**src/rtl/speed_controller.sv**
```systemverilog
// Game speed controller: converts pedal levels into a saturating speed,
// applies a timed crash penalty, and accumulates travelled distance.
module speed_controller #(
  parameter int unsigned MAX_SPEED     = 20,
  parameter int unsigned RESTART_SPEED = 2,
  parameter int unsigned ACCEL_FRAMES  = 4,
  parameter int unsigned DECEL_FRAMES  = 2,
  parameter int unsigned COAST_FRAMES  = 8,
  parameter int unsigned CRASH_FRAMES  = 60
) (
  input  logic        clk,
  input  logic        resetN,
  input  logic        startOfFrame,
  input  logic        startGame,
  input  logic        accelerate,
  input  logic        brake,
  input  logic        collision,
  input  logic        gameOver,
  output logic [4:0]  speed,
  output logic        crashActive,
  output logic [15:0] distance
);

  localparam int unsigned PMAX_AD = (ACCEL_FRAMES > DECEL_FRAMES) ? ACCEL_FRAMES : DECEL_FRAMES;
  localparam int unsigned PMAX    = (PMAX_AD > COAST_FRAMES) ? PMAX_AD : COAST_FRAMES;
  localparam int unsigned CNT_W   = (PMAX < 1) ? 1 : $clog2(PMAX + 1);
  localparam int unsigned CR_W    = (CRASH_FRAMES < 1) ? 1 : $clog2(CRASH_FRAMES + 1);

  localparam logic [4:0]       MAX_S     = 5'(MAX_SPEED);
  localparam logic [4:0]       RESTART_S = 5'(RESTART_SPEED);
  localparam logic [CNT_W-1:0] ACCEL_P   = CNT_W'(ACCEL_FRAMES);
  localparam logic [CNT_W-1:0] DECEL_P   = CNT_W'(DECEL_FRAMES);
  localparam logic [CNT_W-1:0] COAST_P   = CNT_W'(COAST_FRAMES);
  localparam logic [CR_W-1:0]  CRASH_P   = CR_W'(CRASH_FRAMES);

  typedef enum logic [1:0] {IDLE_ST, RUN_ST, CRASH_ST, OVER_ST} state_t;
  typedef enum logic [1:0] {COAST_M, ACCEL_M, BRAKE_M} mode_t;

  state_t           state_q;
  mode_t            prev_q;
  logic [CNT_W-1:0] cnt_q;
  logic [CR_W-1:0]  crash_cnt_q;
  logic [4:0]       speed_q;
  logic             crash_q;
  logic [15:0]      dist_q;

  mode_t            mode_d;
  logic [CNT_W-1:0] cnt_d;
  logic [CNT_W-1:0] period_d;
  logic             step_d;
  logic [4:0]       speed_step_d;
  logic [16:0]      dist_sum_d;
  logic [15:0]      dist_d;
  logic [CR_W-1:0]  crash_cnt_d;

  // Per-frame pedal evaluation: mode, step counter, stepped speed and distance.
  always_comb begin
    mode_d = COAST_M;
    if (brake) begin
      mode_d = BRAKE_M;
    end else if (accelerate) begin
      mode_d = ACCEL_M;
    end

    cnt_d = (mode_d != prev_q) ? CNT_W'(1) : cnt_q + CNT_W'(1);

    case (mode_d)
      ACCEL_M: period_d = ACCEL_P;
      BRAKE_M: period_d = DECEL_P;
      default: period_d = COAST_P;
    endcase
    step_d = (cnt_d == period_d);

    speed_step_d = speed_q;
    if (mode_d == ACCEL_M) begin
      if (speed_q < MAX_S) speed_step_d = speed_q + 5'd1;
    end else begin
      if (speed_q != '0) speed_step_d = speed_q - 5'd1;
    end

    // Distance accumulates the speed held before this frame's step.
    dist_sum_d  = {1'b0, dist_q} + {12'd0, speed_q};
    dist_d      = dist_sum_d[16] ? '1 : dist_sum_d[15:0];
    crash_cnt_d = crash_cnt_q + CR_W'(1);
  end

  // Main FSM with registered outputs; priority gameOver > collision > startGame > frame.
  always_ff @(posedge clk or negedge resetN) begin
    if (!resetN) begin
      state_q     <= IDLE_ST;
      prev_q      <= COAST_M;
      cnt_q       <= '0;
      crash_cnt_q <= '0;
      speed_q     <= '0;
      crash_q     <= 1'b0;
      dist_q      <= '0;
    end else if (gameOver && state_q != IDLE_ST) begin
      state_q <= OVER_ST;
      speed_q <= '0;
      crash_q <= 1'b0;
    end else if (!gameOver) begin
      case (state_q)
        IDLE_ST, OVER_ST: begin
          if (startGame) begin
            state_q     <= RUN_ST;
            speed_q     <= RESTART_S;
            dist_q      <= '0;
            cnt_q       <= '0;
            crash_cnt_q <= '0;
            prev_q      <= COAST_M;
            crash_q     <= 1'b0;
          end
        end
        RUN_ST: begin
          if (collision) begin
            state_q     <= CRASH_ST;
            speed_q     <= '0;
            crash_q     <= 1'b1;
            crash_cnt_q <= '0;
          end else if (startOfFrame) begin
            prev_q <= mode_d;
            dist_q <= dist_d;
            if (step_d) begin
              speed_q <= speed_step_d;
              cnt_q   <= '0;
            end else begin
              cnt_q   <= cnt_d;
            end
          end
        end
        CRASH_ST: begin
          if (startOfFrame) begin
            if (crash_cnt_d == CRASH_P) begin
              state_q     <= RUN_ST;
              speed_q     <= RESTART_S;
              crash_q     <= 1'b0;
              cnt_q       <= '0;
              prev_q      <= COAST_M;
              crash_cnt_q <= '0;
            end else begin
              crash_cnt_q <= crash_cnt_d;
            end
          end
        end
        default: state_q <= IDLE_ST;
      endcase
    end
  end

  assign speed       = speed_q;
  assign crashActive = crash_q;
  assign distance    = dist_q;

endmodule

```
**config.mk**
```make
export PLATFORM = sky130hd
export DESIGN_NAME = speed_controller
export DESIGN_NICKNAME = d
export VERILOG_FILES = /design/src/rtl/speed_controller.sv
export SDC_FILE = /design/constraint.sdc
export NUM_CORES = 1
export LEC_CHECK = 0
export CAP_MARGIN = 5
export CORE_ASPECT_RATIO = 0.8
export CORE_MARGIN = 10
export CORE_UTILIZATION = 59
export DETAILED_ROUTE_END_ITERATION = 8
export GPL_ROUTABILITY_DRIVEN = 1
export PLACE_DENSITY = 0.84
export SYNTH_ARGS = -nofsm -noshare
export SYNTH_HDL_FRONTEND = slang
export SYNTH_SLANG_ARGS = --single-unit
```
**constraint.sdc**
```tcl
create_clock -name clk -period 4.44 [get_ports clk]
set_input_delay 0.888 -clock clk [delete_from_list [all_inputs] [get_ports clk]]
set_output_delay 0.888 -clock clk [all_outputs]
set_load 0.02 [all_outputs]
```
Yosys cells after proc, flatten, opt, wreduce, memory -nomap -nowiden
Index checks and enable logic that the tools add are counted.
Cells by class
  add/subtract/negate cells: 5
  order comparisons: 1
  eq/ne operators: 23
  multiplexer cells: 53
  bitwise operators: 2
  reductions and logical operators: 11
Operator list (number)
  2-to-1 mux 16 bit: 4
  2-to-1 mux 5 bit: 11
  one-hot mux 16 bit (2 select lines): 1
  2-to-1 mux 4 bit: 7
  2-to-1 mux 2 bit: 12
  2-to-1 mux 6 bit: 4
  one-hot mux 6 bit (3 select lines): 1
  adder 16 x 5 -> 17 bit: 1
  one-hot mux 5 bit (3 select lines): 1
  != test 2 bit, second input constant: 6
  != test 3 bit, second input constant: 4
  one-hot mux 2 bit (3 select lines): 2
  one-hot mux 4 bit (3 select lines): 1
  != test 5 bit, second input constant: 2
  AND reduction 5 bit: 2
  != test 4 bit, second input constant: 2
  one-hot mux 4 bit (2 select lines): 1
  AND reduction 8 bit: 1
  2-to-1 mux 1 bit: 7
  AND reduction 7 bit: 1
  adder 6 x 1 -> 6 bit, second input constant: 1
  == test 2 bit, second input constant: 3
  == test 6 bit, second input constant: 1
  AND reduction 6 bit: 1
  other kinds (15): 18
Storage, ports and cells
  register bits after elaboration: 36
  input port bits: 8
  output and inout port bits: 22
  logic and storage cells: 102

Logic depth before layout (Yosys ltp)
  depth in word-level cells: 11
  mapped depth: 8
  depth with buffers taken out: 8

Least setup slack after synthesis
Ideal clock, no wire load.
  path type: input -> register
  from: input port brake
  to: register speed_q[4], in the netlist speed[4]
  setup time: 0.129 ns
  arrival time: 2.328 ns
  data required time: 4.311 ns
  setup slack: 1.983 ns
  cell stages on the path: 8
  buffers on the path: 0
  cell sequence: nand2b_1 > fa_1 > a21o_1 > a21oi_1 > xnor2_1 > nand2_1 > o211ai_1 > nand3_1
Between the ends
  cells in the longest elaborated chain, start to end: 9
  elaborated cells on any way between the ends: 18
  classes of those cells: eq/ne (7); mux (10); reduce/logical (1)
RTL lines
  start: declaration: RTL line 16  | input logic brake,
  2-to-1 mux 2 bit (*): RTL line 59  | if (brake) begin
  == test 2 x 1 -> 1 bit: RTL line 67, 75
  2-to-1 mux 5 bit: RTL line 75  | if (mode_d == ACCEL_M) begin
  2-to-1 mux 5 bit: RTL line 123  | if (step_d) begin
  2-to-1 mux 5 bit: RTL line 120  | end else if (startOfFrame) begin
  2-to-1 mux 5 bit: RTL line 115  | if (collision) begin
  one-hot mux 5 bit (3 select lines): RTL line 102  | case (state_q)
  2-to-1 mux 5 bit: RTL line 101  | end else if (!gameOver) begin
  2-to-1 mux 5 bit: RTL line 97  | end else if (gameOver && state_q != IDLE_ST) begin
  end signal: assignment: RTL line 124  | speed_q <= speed_step_d;
  end: declaration: RTL line 43  | logic [4:0] speed_q;
Mark *: on every way between the ends. The rest lies on a longest branch, timed or not. The select of a mux whose other input is x is not followed.
A chain may end at the register's enable or synchronous reset.

Final worst setup path
  from: input port accelerate
  to: register speed_q[4], in the netlist speed[4]
Between the ends
  cells in the longest elaborated chain, start to end: 10
  elaborated cells on any way between the ends: 19
  classes of those cells: eq/ne (7); mux (11); reduce/logical (1)
RTL lines
  start: declaration: RTL line 15  | input logic accelerate,
  2-to-1 mux 1 bit (*): RTL line 61  | end else if (accelerate) begin
  2-to-1 mux 2 bit (*): RTL line 59
  == test 2 x 1 -> 1 bit: RTL line 67, 75
  2-to-1 mux 5 bit: RTL line 75
  2-to-1 mux 5 bit: RTL line 123
  2-to-1 mux 5 bit: RTL line 120
  2-to-1 mux 5 bit: RTL line 115
  one-hot mux 5 bit (3 select lines): RTL line 102
  2-to-1 mux 5 bit: RTL line 101
  2-to-1 mux 5 bit: RTL line 97
Marks and branches as above.

==> key figures <==
Route
  – Drt wl/cell: roughly 16 um
  – M1 WL: 2660 um
  – Antenna-violating nets left: 0
  – Iter 0 DRT Violations: approximately 190
  – DR top layer: met4
  – DR WL met3: 521 um
  – Post-DR vias/cell: between 6 and 7
  – First-pass DRT Iterations: 4
  – # DRC: 0
  – Metal2 WL: 2420 um
  – Routed vias: approximately 2100
  – Total Routed Length: 5660 um

Synth
  – Post-synth top area cell: dfrtp_1
  – EDFF count, synth: 0
  – Post-synth ARST share: 1.00
  – Netlist cell types: 50
  – Top-area cell type share of the netlist area: 0.390
  – Sequential share of the synthesized area: 0.390
  – Syn_nets: 280
  – Post-synthesis register bit count: 36
  – Post-Syn Area: 2310 um^2
  – Syn_area_per_cell: 8.98 um^2
  – Synth warnings: 0
  – Synth Flop Type: dfrtp_1
  – Synthesized instance count: about 260
  – Area contributors post-synth: dfrtp_1 39%, ha_1 7.0%, o21ai_0 6.7%

Global route
  – Largest net degree at the start of global routing: 37
  – First-pass GRT wire length: 9770 um
  – Total grt overflow: 0
  – Total Routing Usage GR: 0.167
  – Initial antenna violation count: 0
  – Number of global-route vias before repair: 1988

STA
  – Slew at the pin with the worst max-slew slack: a little over 0.6 ns
  – Final hold slack: 0.483 ns
  – Slew HR: 0.585
  – Achievable Freq: 0.350 GHz
  – Final setup TNS: 0 ns
  – Min cycle time layout: around 2.9 ns
  – Count of endpoints failing hold in the final timing report: 0
  – Worst Skew: 0.00868 ns
  – Slew Limit Fails: 0
  – Setup-failing EPs final: 0
  – Setup WS post-layout: between 1.5 and 2 ns
  – Final worst-path cycle share: 0.644
  – RSZ-0062 raised after global routing: false

Clock network
  – Setup bufs post-CTS: 0
  – Clock Pin Slew Worst Setup and Hold Paths: roughly 0.07 ns
  – Clk root buf: clkbuf_8
  – CTS resizes: 0
  – Clock Path Buffers: 2
  – CTS sink count: 36
  – Worst skew pair latency: approximately 0.3 ns
  – Cts bufs inserted: 5
  – H-tree depth: 2
  – Hold Buf Count CTS: 0
  – CTS tree: done

Pwr
  – IR drop worst, VDD: between 0.3 and 0.4 mV
  – Pleak: around 1.2 nW
  – Power Density: roughly 390 nW/um^2

Critical path
  – Critical Path RT: approximately 4.6 ns
  – Worst Setup End Kind: register
  – CP Buf/Inv Count: 1
  – Crit path DAT: ~3.0 ns
  – Crit start category: input pin
  – CP Class: input pin to register
  – Cell breakdown of the critical path: clkdlybuf4s50_1 > nand2b_1 > fa_1 > a21o_1 > a21oi_1 > xnor2_1 > nand2_1 > o211ai_1 > nand3_1
  – CP top delay family: buffers and inverters
  – Worst path slowest cell: clkdlybuf4s50_1
  – CP Max Fanout: 8
  – Worst stage delay on the critical path: around 0.57 ns

Final layout
  – Area Growth Syn to Fin: 19.2%
  – Most frequent cells in the layout: 36 x dfrtp_1, 31 x o21ai_0, 29 x clkdlybuf4s50_1, 22 x a21oi_1, 20 x nand2_1
  – Filler instances: about 290
  – Ratio of cells with drive above 1 in the final layout: 0.0450
  – Layout net count: approximately 310
  – Non-filler instance count after layout: 344
  – Antenna diodes: 0
  – Most common cell after layout, fill and taps aside: dfrtp_1

Floorplanning
  – Die H: 75.9 um
  – Core area: roughly 3800 um^2
  – Die X: 89.9 um
  – Die area: about 6800 um^2
  – # rows: 20
  – Num ports: 30
  – Initial Utilization: 0.611

Placement
  – Pre-CTS setup slack: about 1.3 ns
  – Post-DP HPWL: between 4000 and 5000 um
  – I/O Buffers: 29
  – RD Place Congestion: 0.859
  – Inst Count DP: ~340

Hold path
  – Worst hold path type: register to register

Outcome
  – Status: completed

Run
  – MaxCap Viol Count: 0
worst paths after layout:
path                                   from           end  slack (ns)  cells after the start
worst max-delay path             accelerate      speed[4]        1.58                      9
worst min-delay path            crashActive   crashActive        0.48                      1
worst max register to register     speed[0]  distance[10]        1.90                      8
worst min register to register  crashActive   crashActive        0.48                      1
max in group asynchronous            resetN   distance[1]        3.11                      2
min in group asynchronous            resetN  distance[13]        1.01                      2
layer usage:
metal,up-vias,GRT usage
met4,0,0.0444
met1,992,0.232
li1,1020,-
met3,11,0.0541
met2,106,0.242
met5,-,0
logic make-up (layout without fill, tap and decap cells):
kind of cell               count (synthesis)  count (layout)  synth area share
adders and majority gates                 15              15            0.0878
xor gates and xnor gates                   9               9            0.0341
and+or+nand+nor                           86              86             0.198
DFF                                       36              36             0.390
AOI/OAI and AO/OA                         94              94             0.250
muxes                                      4               4            0.0184
buffers and inverters                     13              45            0.0217
through the flow:
stage	instance area, um^2	util	power (W)
after floorplan	2310	-	0.000691
after global placement	2660	0.703	0.000802
after detailed placement	2660	0.703	0.000810
after CTS	2750	0.728	0.00107
after global routing	2750	0.728	0.00114
final	2750	0.728	0.00107
synthesized netlist by cell type, drive strengths merged, types with 2 or more instances:
| cell type | number |
|---|---|
| mux2 | 2 |
| nor2 | 17 |
| inv | 8 |
| nand3 | 12 |
| a22o | 2 |
| dfrtp | 36 |
| ha | 13 |
| fa | 2 |
| and3 | 3 |
| nor4 | 2 |
| and4 | 2 |
| o31ai | 3 |
| a21oi | 23 |
| nand4 | 3 |
| a21o | 8 |
| nand3b | 2 |
| mux2i | 2 |
| nand2 | 20 |
| a211oi | 3 |
| o21bai | 2 |
| nor2b | 2 |
| nor3 | 8 |
| clkbuf | 4 |
| a31oi | 9 |
| xor2 | 3 |
| nand2b | 10 |
| xnor2 | 6 |
| o21ai | 32 |
where the power goes:
| part | total, W | switching, W | internal [W] |
|---|---|---|---|
| Clock | 0.000257 | 0.000119 | 0.000138 |
| Sequential | 0.000413 | 0.0000494 | 0.000364 |
| Combinational | 0.000396 | 0.000247 | 0.000148 |
worst register-to-register path: stages (launching register included):
cell and delay [ns]:
dfrtp_1 0.47, ha_1 0.29, fa_1 0.45, a211oi_1 0.27, o21bai_1 0.21, nand3_1 0.21
nand2_1 0.15, o31ai_1 0.27, a21oi_1 0.11
registers in the layout, summed over array words and instances, names as in the netlist:
signal,cells
distance,16
crash_cnt_q,6
speed,5
cnt_q,4
prev_q,2
state_q,2
crashActive,1
final cells by class:
type | instances | area, um^2 | area share
Multi-Input combinational cell | 208 | 1360 | 0.493
Timing Repair Buffer | 30 | 298 | 0.108
Clock buffer | 7 | 96.3 | 0.0350
Inverter | 8 | 30.0 | 0.0109
Tap cell | 55 | 68.8 | 0.0250
Sequential cell | 36 | 901 | 0.327
No activity file was read; power rests on OpenSTA's default activity.
==> variant, RTL diff (same flow settings) <==
The parameter `COAST_FRAMES` goes from 8 to 16.
--- a/src/rtl/speed_controller.sv
+++ b/src/rtl/speed_controller.sv
@@ -7,3 +7,3 @@
   parameter int unsigned DECEL_FRAMES  = 2,
-  parameter int unsigned COAST_FRAMES  = 8,
+  parameter int unsigned COAST_FRAMES  = 16,
   parameter int unsigned CRASH_FRAMES  = 60
Behaviour: not the same (a bounded check fails within 10 cycles, from zero or initial values and one cycle with resetN low).
==> variant against the unedited design <==
  * Register-to-register slack worse by 280 ps
  * Worst hold slack better by 31 ps
  * Cell area rose by 7.9%
  * Sequential power increased by 5.1%
  * Count of clock-buffer cells in the layout unchanged
  * Power grew 14%
  * Sequential share of layout area down 1.6 points
  * Sequential cell count up 1
  * Synthesized cell count rose by 12%
  * Setup slack got worse by 340 ps
  * Global-route usage rose by 0.59 points
  * Wire length rose by 8.8%
  * Final cell count up 8.4%
  * Synthesized area increased by 9.4%
  * Largest cell class unchanged
  * Highest routed layer unchanged
==> variant: results (changes against the unedited design) <==
Cells and area
  – Nets: 339 (+8.7%)
  – Filler cell count: 360 (+25%)
  – # diodes: 0 (unchanged)
  – Max FFs per register: 16 (unchanged)
  – Layout cells sized above 1: 5.06% (+0.57 points)

GRT
  – Initial antenna violation count: 0 (unchanged)
  – Vias in the first global route: 2166 (+9.0%)
  – Global-route wire length before repair: 10.5 mm (+7.4%)
  – Pin count of the biggest net entering global routing: 38 (+2.7%)
  – GRT Total Usage: 17.3% (+0.59 points)

Clocking
  – Cts repair resizes: 0 (unchanged)
  – Total CTS buffers: 5 (unchanged)
  – H-tree depth: 2 (unchanged)
  – Root buffer cell: clkbuf_8
  – CTS max path bufs: 2 (unchanged)
  – Worst-path clk slew: 70 ps (about the same)
  – Post-CTS Repair Setup Buffers: 0 (unchanged)
  – Worst skew pair latency: 290 ps

Power and ir drop
  – Maximum VDD drop: 283 uV (-19%)
  – P_leak: 1.30 nW (+8.7%)

Worst setup path
  – Slowest CP cell: clkdlybuf4s50_1
  – Max Fanout on Critical Path: 9 (+1)
  – Top cell family by delay on the critical path: compound AO/OA/AOI/OAI gates
  – Arr. time, crit path: 3360 ps (+330 ps)
  – R2R depth: 9 (+1)
  – Worst r2r src: speed[0]
  – RR Endpoint: distance[7]
  – Slowest Stage Delay on Critical Path: 540 ps (-30 ps)
  – Reg2reg setup slack: 1620 ps (-280 ps)

Synth
  – Yosys cell types: 58 (+16%)
  – Syn. warnings: 0 (unchanged)
  – Ys flop type: dfrtp_1
  – Asr flop ratio synth: 100% (unchanged)
  – Top cells by count, synth: 37 x dfrtp_1, 29 x nand2_1, 21 x a21oi_1, 21 x o21ai_0, 17 x nand3_1
  – Top cells by area, synth: dfrtp_1 37%, ha_1 6.9%, nand2_1 4.3%, a21oi_1 4.2%, o21ai_0 4.2%
  – Mapped Nets: 311 (+11%)
  – Register area share after synthesis: 36.7% (-2.4 points)

Routing
  – DRT iter0 DRCs: 141 (-27%)
  – Drt total wl: 6.16 mm (+8.8%)
  – Drt first pass iters: 4 (unchanged)
  – Via density: 6.18 (about the same)

Hold path
  – Hold crit path type: flop to flop
  – Hold Crit Endpoint: crash_cnt_q[5]
  – Worst Hold Path Cells: 1 (unchanged)
  – Min-Delay Startpoint: crash_cnt_q[5]

Timing
  – WHS: 513 ps (+30.9 ps)
  – Actual slew at the worst max-slew pin: 980 ps (+358 ps)
  – Setup TNS: 0 ps (unchanged)
  – Clock Skew: 7.26 ps (-1.43 ps)

Placement
  – Half-perimeter wire length after placement: 4.38 mm (+7.9%)
  – Buffers on Ports: 29 (unchanged)
  – Routability cong.: 0.908 (+5.7%)

Status
  – Status: finished, final reports clean
-- variant: cell count changes after synthesis, sizes merged, moves of 3 or more --
cell	delta
o31ai	+5
o21ai	-11
inv	+6
nand2	+9
nand3	+6
a311oi	+3
nand2b	-6
xor2	+3
nor2	-3
and3	+3
-- variant: layer usage --
metal / vias to the layer above / wire length [um] / track usage (%)
met2: 69 / 2680 / 26.1
met1: 1097 / 3000 / 23.6
met3: 12 / 398 / 4.75
met4: 0 / 76 / 5.23
met5: - / 0 / 0
li1: 1129 / - / -
-- variant: worst register-to-register path, cell delays in order, from the launching register on --
cell and delay (ps):
dfrtp_1 490, ha_1 280, fa_1 400, a21o_1 210, a21o_1 200, a21oi_1 420
nor4b_1 130, buf_4 200, nor4b_1 290, nor3_1 80
-- variant: area by class of cell --
| cell class | instances | area share [%] |
|---|---|---|
| Multi-Input combinational cell | 227 | 50.9 |
| Sequential cell | 37 | 31.2 |
| Timing Repair Buffer | 30 | 9.86 |
| Clock buffer | 7 | 2.91 |
| Tap cell | 57 | 2.40 |
| Inverter | 14 | 1.77 |
| Clock inverter | 1 | 1.01 |
-- variant: cell families (layout without fill, tap and decap cells) --
kind of cell | after synthesis | in the layout | share of synthesized area, %
compound gates | 100 | 100 | 26.7
xor+xnor | 10 | 10 | 3.47
fa+ha+maj | 16 | 16 | 8.52
buf+inv | 23 | 52 | 3.57
flops | 37 | 37 | 36.7
mux | 2 | 2 | 0.793
simple gates | 99 | 99 | 20.3
-- variant: worst max path at each step --
| stage | to | slack (ps) | from |
|---|---|---|---|
| 6_report | speed[4] | 1240 | brake |
| 5_1_grt | speed[4] | 1090 | brake |
| 4_1_cts | speed[4] | 1270 | brake |
| 3_5_place_dp | speed[4] | 970 | brake |
| 3_3_place_gp | speed[4] | 1120 | brake |
| 2_1_floorplan | speed[4] | 1550 | brake |
-- variant: metrics by stage --
step / power [mW] / util (%) / cell area (um2) / setup WS, ps / std cells
floorplan: 0.771 / - / 2530 / 1550 / 287
global placement: 0.890 / 68.7 / 2850 / 1120 / 365
detailed placement: 0.904 / 68.7 / 2850 / 966 / 365
CTS: 1.21 / 71.5 / 2970 / 1270 / 373
global route: 1.30 / 71.5 / 2970 / 1090 / 373
finish: 1.21 / 71.5 / 2970 / 1240 / 373
-- variant: report_power, final --
group	leakage [nW]	internal, mW	switching [mW]	total, mW
combinational	0.736	0.174	0.299	0.473
sequential	0.505	0.375	0.0590	0.434
clock	0.0585	0.183	0.124	0.307
total	1.30	0.732	0.481	1.21
